`config.mk`:
```
export PLATFORM = sky130hd
export DESIGN_NAME = pipe_hazard_ctrl
export DESIGN_NICKNAME = d
export VERILOG_FILES = /design/src/rtl/pipe_hazard_ctrl.sv
export SDC_FILE = /design/constraint.sdc
export NUM_CORES = 1
export LEC_CHECK = 0
export ABC_AREA = 1
export ABC_CLOCK_PERIOD_IN_PS = 2300
export BUFFER_PORTS_ARGS = -buffer_cell sky130_fd_sc_hd__buf_4
export CAP_MARGIN = 40
export CORE_ASPECT_RATIO = 0.8
export CORE_UTILIZATION = 40
export CTS_BUF_LIST = sky130_fd_sc_hd__clkbuf_4
export DETAILED_ROUTE_END_ITERATION = 10
export PLACE_DENSITY_LB_ADDON = 0.2
export SETUP_SLACK_MARGIN = 0.2
export SLEW_MARGIN = 20
export SYNTH_ARGS = -nofsm -noshare
export SYNTH_HDL_FRONTEND = slang
export SYNTH_SLANG_ARGS = --single-unit
```
`constraint.sdc`:
```
create_clock -name clk -period 2.3 [get_ports clk]
set_clock_uncertainty 0.2 [all_clocks]
set_input_delay 0.46 -clock clk [delete_from_list [all_inputs] [get_ports clk]]
set_output_delay 0.46 -clock clk [all_outputs]
set_load 0.02 [all_outputs]
```
`src/rtl/pipe_hazard_ctrl.sv`:
```
// Stall/flush sequencer for the 5-stage pipeline: RAW scoreboard, memory freeze,
// EX redirect squash, stall-cycle counter and sticky memory-timeout flag.
module pipe_hazard_ctrl #(
   parameter bit          RF_BYPASS   = 1'b0,
   parameter int unsigned MEM_TIMEOUT = 64,
   parameter int unsigned CNT_W       = 16
) (
   input  logic             clk,
   input  logic             rst,
   input  logic             id_valid,
   input  logic [2:0]       id_src1,
   input  logic             id_src1_vld,
   input  logic [2:0]       id_src2,
   input  logic             id_src2_vld,
   input  logic [2:0]       id_dst,
   input  logic             id_dst_vld,
   input  logic             ex_redirect,
   input  logic             mem_req,
   input  logic             mem_done,
   output logic             pc_en,
   output logic             ifid_en,
   output logic             ifid_flush,
   output logic             idex_en,
   output logic             idex_bubble,
   output logic             exmem_en,
   output logic             memwb_en,
   output logic             raw_stall,
   output logic [CNT_W-1:0] stall_cnt,
   output logic             mem_err
);

   localparam int unsigned REG_W  = 3;
   localparam int unsigned WAIT_W = $clog2(MEM_TIMEOUT + 1);

   typedef struct packed {
      logic             vld;
      logic [REG_W-1:0] rnum;
   } tag_t;

   typedef enum logic {
      ST_IDLE,
      ST_MEM_WAIT
   } state_t;

   state_t            state_q, state_d;
   tag_t              tag_ex_q, tag_ex_d;
   tag_t              tag_mem_q, tag_mem_d;
   tag_t              tag_wb_q, tag_wb_d;
   logic [WAIT_W-1:0] wait_cnt_q, wait_cnt_d;
   logic [CNT_W-1:0]  stall_cnt_q, stall_cnt_d;
   logic              mem_err_q, mem_err_d;

   logic              freeze;
   logic              hit1;
   logic              hit2;
   logic              raw_hit;

   // RAW compare of ID sources against in-flight destinations
   always_comb begin
      hit1 = (tag_ex_q.vld  && (tag_ex_q.rnum  == id_src1)) ||
             (tag_mem_q.vld && (tag_mem_q.rnum == id_src1)) ||
             (!RF_BYPASS && tag_wb_q.vld && (tag_wb_q.rnum == id_src1));
      hit2 = (tag_ex_q.vld  && (tag_ex_q.rnum  == id_src2)) ||
             (tag_mem_q.vld && (tag_mem_q.rnum == id_src2)) ||
             (!RF_BYPASS && tag_wb_q.vld && (tag_wb_q.rnum == id_src2));
      raw_hit = id_valid && ((id_src1_vld && hit1) || (id_src2_vld && hit2));
   end

   // Memory-wait FSM; freeze covers every cycle the access is still outstanding
   always_comb begin
      state_d = state_q;
      freeze  = 1'b0;
      case (state_q)
         ST_IDLE: begin
            if (mem_req && !mem_done) begin
               state_d = ST_MEM_WAIT;
               freeze  = 1'b1;
            end
         end
         ST_MEM_WAIT: begin
            if (mem_done) begin
               state_d = ST_IDLE;
            end else begin
               freeze  = 1'b1;
            end
         end
         default: begin
            state_d = ST_IDLE;
         end
      endcase
   end

   // Pipeline control; freeze wins, and a frozen EX re-presents its redirect later
   always_comb begin
      pc_en       = 1'b1;
      ifid_en     = 1'b1;
      ifid_flush  = 1'b0;
      idex_en     = 1'b1;
      idex_bubble = 1'b0;
      exmem_en    = 1'b1;
      memwb_en    = 1'b1;
      raw_stall   = 1'b0;
      if (freeze) begin
         pc_en    = 1'b0;
         ifid_en  = 1'b0;
         idex_en  = 1'b0;
         exmem_en = 1'b0;
         memwb_en = 1'b0;
      end else if (ex_redirect) begin
         ifid_flush  = 1'b1;
         idex_bubble = 1'b1;
      end else if (raw_hit) begin
         pc_en       = 1'b0;
         ifid_en     = 1'b0;
         idex_bubble = 1'b1;
         raw_stall   = 1'b1;
      end
   end

   // Scoreboard advances with the pipeline; bubbles and squashes enter as invalid
   always_comb begin
      tag_ex_d  = tag_ex_q;
      tag_mem_d = tag_mem_q;
      tag_wb_d  = tag_wb_q;
      if (!freeze) begin
         tag_wb_d  = tag_mem_q;
         tag_mem_d = tag_ex_q;
         if (raw_stall || ex_redirect || !id_valid || !id_dst_vld) begin
            tag_ex_d = '0;
         end else begin
            tag_ex_d.vld  = 1'b1;
            tag_ex_d.rnum = id_dst;
         end
      end
   end

   // Saturating stall counter, wait-cycle counter and sticky timeout flag
   always_comb begin
      stall_cnt_d = stall_cnt_q;
      wait_cnt_d  = '0;
      mem_err_d   = mem_err_q;
      if ((freeze || raw_stall) && (stall_cnt_q != {CNT_W{1'b1}})) begin
         stall_cnt_d = stall_cnt_q + CNT_W'(1);
      end
      if ((state_q == ST_MEM_WAIT) && !mem_done) begin
         if (wait_cnt_q == WAIT_W'(MEM_TIMEOUT - 1)) begin
            wait_cnt_d = wait_cnt_q;
            mem_err_d  = 1'b1;
         end else begin
            wait_cnt_d = wait_cnt_q + WAIT_W'(1);
         end
      end
   end

   always_ff @(posedge clk or negedge rst) begin
      if (!rst) begin
         state_q     <= ST_IDLE;
         tag_ex_q    <= '0;
         tag_mem_q   <= '0;
         tag_wb_q    <= '0;
         wait_cnt_q  <= '0;
         stall_cnt_q <= '0;
         mem_err_q   <= 1'b0;
      end else begin
         state_q     <= state_d;
         tag_ex_q    <= tag_ex_d;
         tag_mem_q   <= tag_mem_d;
         tag_wb_q    <= tag_wb_d;
         wait_cnt_q  <= wait_cnt_d;
         stall_cnt_q <= stall_cnt_d;
         mem_err_q   <= mem_err_d;
      end
   end

   assign stall_cnt = stall_cnt_q;
   assign mem_err   = mem_err_q;

endmodule

```
# Yosys cells after proc, flatten, opt, wreduce, memory -nomap -nowiden
# Index checks and enable logic that the tools add are counted.
classes:
  eq_ne: 9
  bitwise: 1
  n_addsub: 2
  reduce_logical: 25
  mux: 17
op_table:
  columns: ["cell", "n"]
  rows:
  - ["equality test 3 bit", 6]
  - ["adder 16 x 1 -> 16 bit, second input constant", 1]
  - ["!= test 16 bit, second input constant", 1]
  - ["two-way mux 7 bit", 2]
  - ["two-way mux 1 bit", 13]
  - ["logical AND 1 bit", 12]
  - ["logical OR 1 bit", 9]
  - ["adder 7 x 1 -> 7 bit, second input constant", 1]
  - ["equality test 7 x 6 -> 1 bit, second input constant", 1]
  - ["two-way mux 4 bit", 1]
  - ["zero test 1 bit", 3]
  - ["!= test 2 bit, second input constant", 1]
  - ["one-hot mux 1 bit (2 select lines)", 1]
  - ["AND reduction 2 bit", 1]
  - ["NOT 1 bit", 1]
word_totals:
  wordCells: 64
  reg_bits: 37
  output_inout_bits: 25
  input_bits: 18

# Longest topological paths before layout
logic_depth:
  ltp_word: 14
  ltp_mapped: 14
  ltp_nobuf: 13

# Worst setup path before layout
# OpenSTA, ideal clock, no wires.
synth_timing:
  kind: "in2out"
  from: "input port id_src2[1]"
  to: "output port pc_en"
  arrival_ps: 1665
  slack_ps: -25
  path_buffers: 2
  stages: 13
  t_required_ps: 1640
  cell_sequence: "inv_1 -> nand2_1 -> nand2_1 -> nor2_1 -> nand2_1 -> nand3_1 -> nand2_1 -> nand2_1 -> nand2_2 -> nand2_4 -> buf_2 -> inv_1 -> buf_4"
synth_between:
  elab_chain_cells: 10
synth_lines:
  columns: ["element", "line", "rtl"]
  rows:
  - ["from (decl)", "13", "input logic [2:0] id_src2,"]
  - ["equality test 3 bit, on equally long branches", "63, 64", null]
  - ["logical AND 1 bit, on equally long branches", "63, 64", null]
  - ["logical OR 1 bit", "63", "hit2 = (tag_ex_q.vld && (tag_ex_q.rnum == id_src2)) ||"]
  - ["logical OR 1 bit (*)", "64", "(tag_mem_q.vld && (tag_mem_q.rnum == id_src2)) ||"]
  - ["logical AND 1 bit (*)", "66", "raw_hit = id_valid && ((id_src1_vld && hit1) || (id_src2_vld && hit2));"]
  - ["logical OR 1 bit (*)", "66", null]
  - ["logical AND 1 bit (*)", "66", null]
  - ["two-way mux 1 bit (*) (3 in series)", null, null]
  - ["to (decl)", "20", "output logic pc_en,"]
# Mark *: on every way between the ends. The rest lies on a longest branch, timed or not.

# Worst setup path in the final report
layout_timing:
  from: "register tag_ex_q[0] (netlist bit)"
  to: "output port idex_bubble"
layout_between:
  elab_chain_cells: 10
layout_lines:
  columns: ["element", "line", "rtl"]
  rows:
  - ["from (decl)", "46", "tag_t tag_ex_q, tag_ex_d;"]
  - ["from (signal assigned)", "166", "tag_ex_q <= tag_ex_d;"]
  - ["equality test 3 bit, on equally long branches", "60, 63", null]
  - ["logical AND 1 bit, on equally long branches", "60, 63", null]
  - ["logical OR 1 bit, on equally long branches", "60, 63", null]
  - ["logical OR 1 bit, on equally long branches", "61, 64", null]
  - ["logical AND 1 bit", "66", null]
  - ["logical OR 1 bit (*)", "66", null]
  - ["logical AND 1 bit (*)", "66", null]
  - ["two-way mux 1 bit (*)", "112", "end else if (raw_hit) begin"]
  - ["two-way mux 1 bit (*)", "109", "end else if (ex_redirect) begin"]
  - ["two-way mux 1 bit (*)", "103", "if (freeze) begin"]
  - ["to (decl)", "24", "output logic idex_bubble,"]
# Marks and branches as above.

==> metrics.txt <==
final setup violation count 4; final WL 5420 um; Die H 68.9 um; FF-to-FF setup slack 0.32 ns; final weighted congestion in routability-driven placement 0.844; startpoint types flop; vias in the first global route 2068; max-slew violation count 0; Starting DRT DRC Count 132; fin crit share 102%; initial antenna violation count 0; max_cap viols 0; Clk pwr share 21.0%; Slew HR 68.4%; Net Sw Frac 33.9%; IO Count 43; CTS buffer count 5; min Tclk post-route 2.35 ns; reg2reg start tag_ex_q[0]; Post-synth EDFFs 0; CTS H-Tree Depth 2; top area cells in the synthesized netlist dfrtp_1 41%, nand2_1 20%, nand3_1 6.7%; failing checks setup timing; pin count of the biggest net entering global routing 38; Total GRT Usage 20.1%; worst-margin pin slew 0.474 ns; r2r endpoint stall_cnt[1]; GRT overflow 0; unrepaired setup endpoints after global routing yes; Skew-Pair Late Insertion Delay 0.34 ns; post-route ant nets 0; share of cells above drive strength 1 26.6%; Residual DRC 0; Final Hold Viols 0; total number of vias 2212; initial cell density of the core 43.1%; P_sw 0.535 mW; Hold Path Depth 3; PD cells 538 nW/um^2; WP data arrival 1.69 ns; clock root buffer clkbuf_4; Synth top area share 41.4%; f_max 426 MHz; CTS sink cnt 37; combinational share of power 29.4%; Top FF cell, synth dfrtp_1; ys async rst share 100%; Die Wd 85.6 um; CTS tree built; Reg2Reg Depth 15; 1st-pass router iterations 4; Crit Path Class flop to output port; clock slew at the register clock pins of the worst setup and hold paths 0.11 ns; P_leak 1.55 nW; num rows 23; die footprint 5890 sq um; setup TNS -0.168 ns; Via density 4.96; HP Class input pin to flop; ANT cells 0; outcome complete, but fails checks; sequential power share 49.6%; final core occ 56.6%; most numerous cell in the Yosys netlist nand2_1; Gate Count Post-Synth 317; Power Internal 1.04 mW; first-pass GRT wire length 9180 um; post-synthesis sequential area ratio 41.4%; Total Nets Final 404; Syn Area/Cell 7.05 sq um; Hold EP tag_ex_q[2]; DP HPWL 3820 um; Worst EP required 1.64 ns; commonest cells in the netlist 120 x nand2_1, 37 x dfrtp_1, 34 x inv_1; drt wl/cell 12.2 um; Area growth, synth to finish 31.3%; worst hold start id_dst[2]; Max FO, Critical Path 4; library cells used by synthesis 25; Worst setup EP type output port; Yosys reg bits 37; Yosys warning count 0; Post-Syn Area 2230 sq um; PortBufs 42; Max IR drop VDD 0.519 mV; clock buffer depth 2; final setup margin -0.0491 ns; Yosys top cell by area dfrtp_1; syn_nets 337; core area 5180 sq um
-- per-stage QoR --
stage	setup slack, ns	hold slack, ns	cell area (sq um)	instances	total power, mW
6_report	-0.0491	0.159	2930	446	1.58
5_1_grt	-0.174	0.169	2930	446	1.69
4_1_cts	-0.0620	0.143	2790	436	1.55
3_5_place_dp	0.0501	0.257	2670	423	1.20
3_3_place_gp	0.0906	0.252	2670	423	1.19
2_1_floorplan	0.0984	-0.0356	2240	317	1.02
-- cell usage in the layout (no fill, tap or decap), types with 3 or more instances in the layout --
cell	netlist	routed
inv_2	3	7
nand2_4	2	4
xnor2_1	4	4
a21oi_1	4	3
nor2_2	0	3
dfrtp_1	37	36
nor2_1	30	27
clkbuf_4	0	6
nand2_2	1	4
inv_1	34	28
buf_6	1	3
nand2_1	120	115
buf_4	3	61
nand3_1	30	28
o21ai_0	13	13
nand3_2	1	3
nor3_1	8	8
xor2_1	11	11
-- cells by family after synthesis --
group                      Yosys count  synth area share (%)
adders and majority gates            2                  1.12
buffers and inverters               45                  8.57
and+or+nand+nor                    196                  37.9
AOI/OAI and AO/OA                   22                  5.10
DFF                                 37                  41.4
xor gates and xnor gates            15                  5.88
-- power by group through the flow --
stage,Combinational [mW],Clock [mW],Sequential (mW)
floorplan,0.189,0,0.832
global placement,0.396,0,0.795
detailed placement,0.403,0,0.794
CTS,0.415,0.347,0.784
global route,0.514,0.381,0.792
finish,0.464,0.330,0.783
-- final cells by class --
class | instances | area [sq um]
clock inverter | 1 | 3.75
fill | 484 | 2250
inverter | 37 | 144
multi-input combinational | 236 | 1190
sequential | 37 | 927
timing repair buffer | 67 | 542
clock buffer | 6 | 45.0
tap | 62 | 77.6
-- worst max path at each step --
stage / start / to
2_1_floorplan: id_src2[1] / pc_en
3_3_place_gp: id_src1[0] / raw_stall
6_report: tag_ex_q[0] / idex_bubble
4_1_cts: tag_ex_q[0] / pc_en
3_5_place_dp: id_src2[1] / pc_en
5_1_grt: tag_ex_q[0] / idex_bubble
-- repair_timing --
| action | CTS | global route |
|---|---|---|
| buffers inserted | 5 | 9 |
| cloned | 0 | 1 |
| gates resized for setup | 9 | 21 |
| pin swaps | 0 | 12 |
| hold buffers | 1 | 0 |
| endpoints found under the hold margin | 37 | 0 |
| endpoints found under the setup margin | 9 | 21 |
-- routing by layer --
layer	vias up	wire length, um	track usage [%]
li1	1125	-	-
met1	1024	2670	26.6
met5	-	0	0
met2	54	2400	33.6
met4	0	58	5.42
met3	9	294	4.52
-- worst max-delay path, cell delays in order (launching register included) --
cell and delay, ns:
dfrtp_1 0.43, inv_2 0.08, nand2_2 0.06, nand2_1 0.06, nor2_2 0.13, nand2_1 0.07
nand3_2 0.06, nand2_2 0.06, nand2_4 0.07, nand2_1 0.06, a21oi_2 0.11, buf_4 0.15
-- sequential cells by signal (all words and copies together) (netlist names) --
name,count
state_q,1
tag_mem_q,4
stall_cnt,16
mem_err,1
tag_ex_q,4
wait_cnt_q,7
tag_wb_q,4
(Power assumes the default switching activity.)
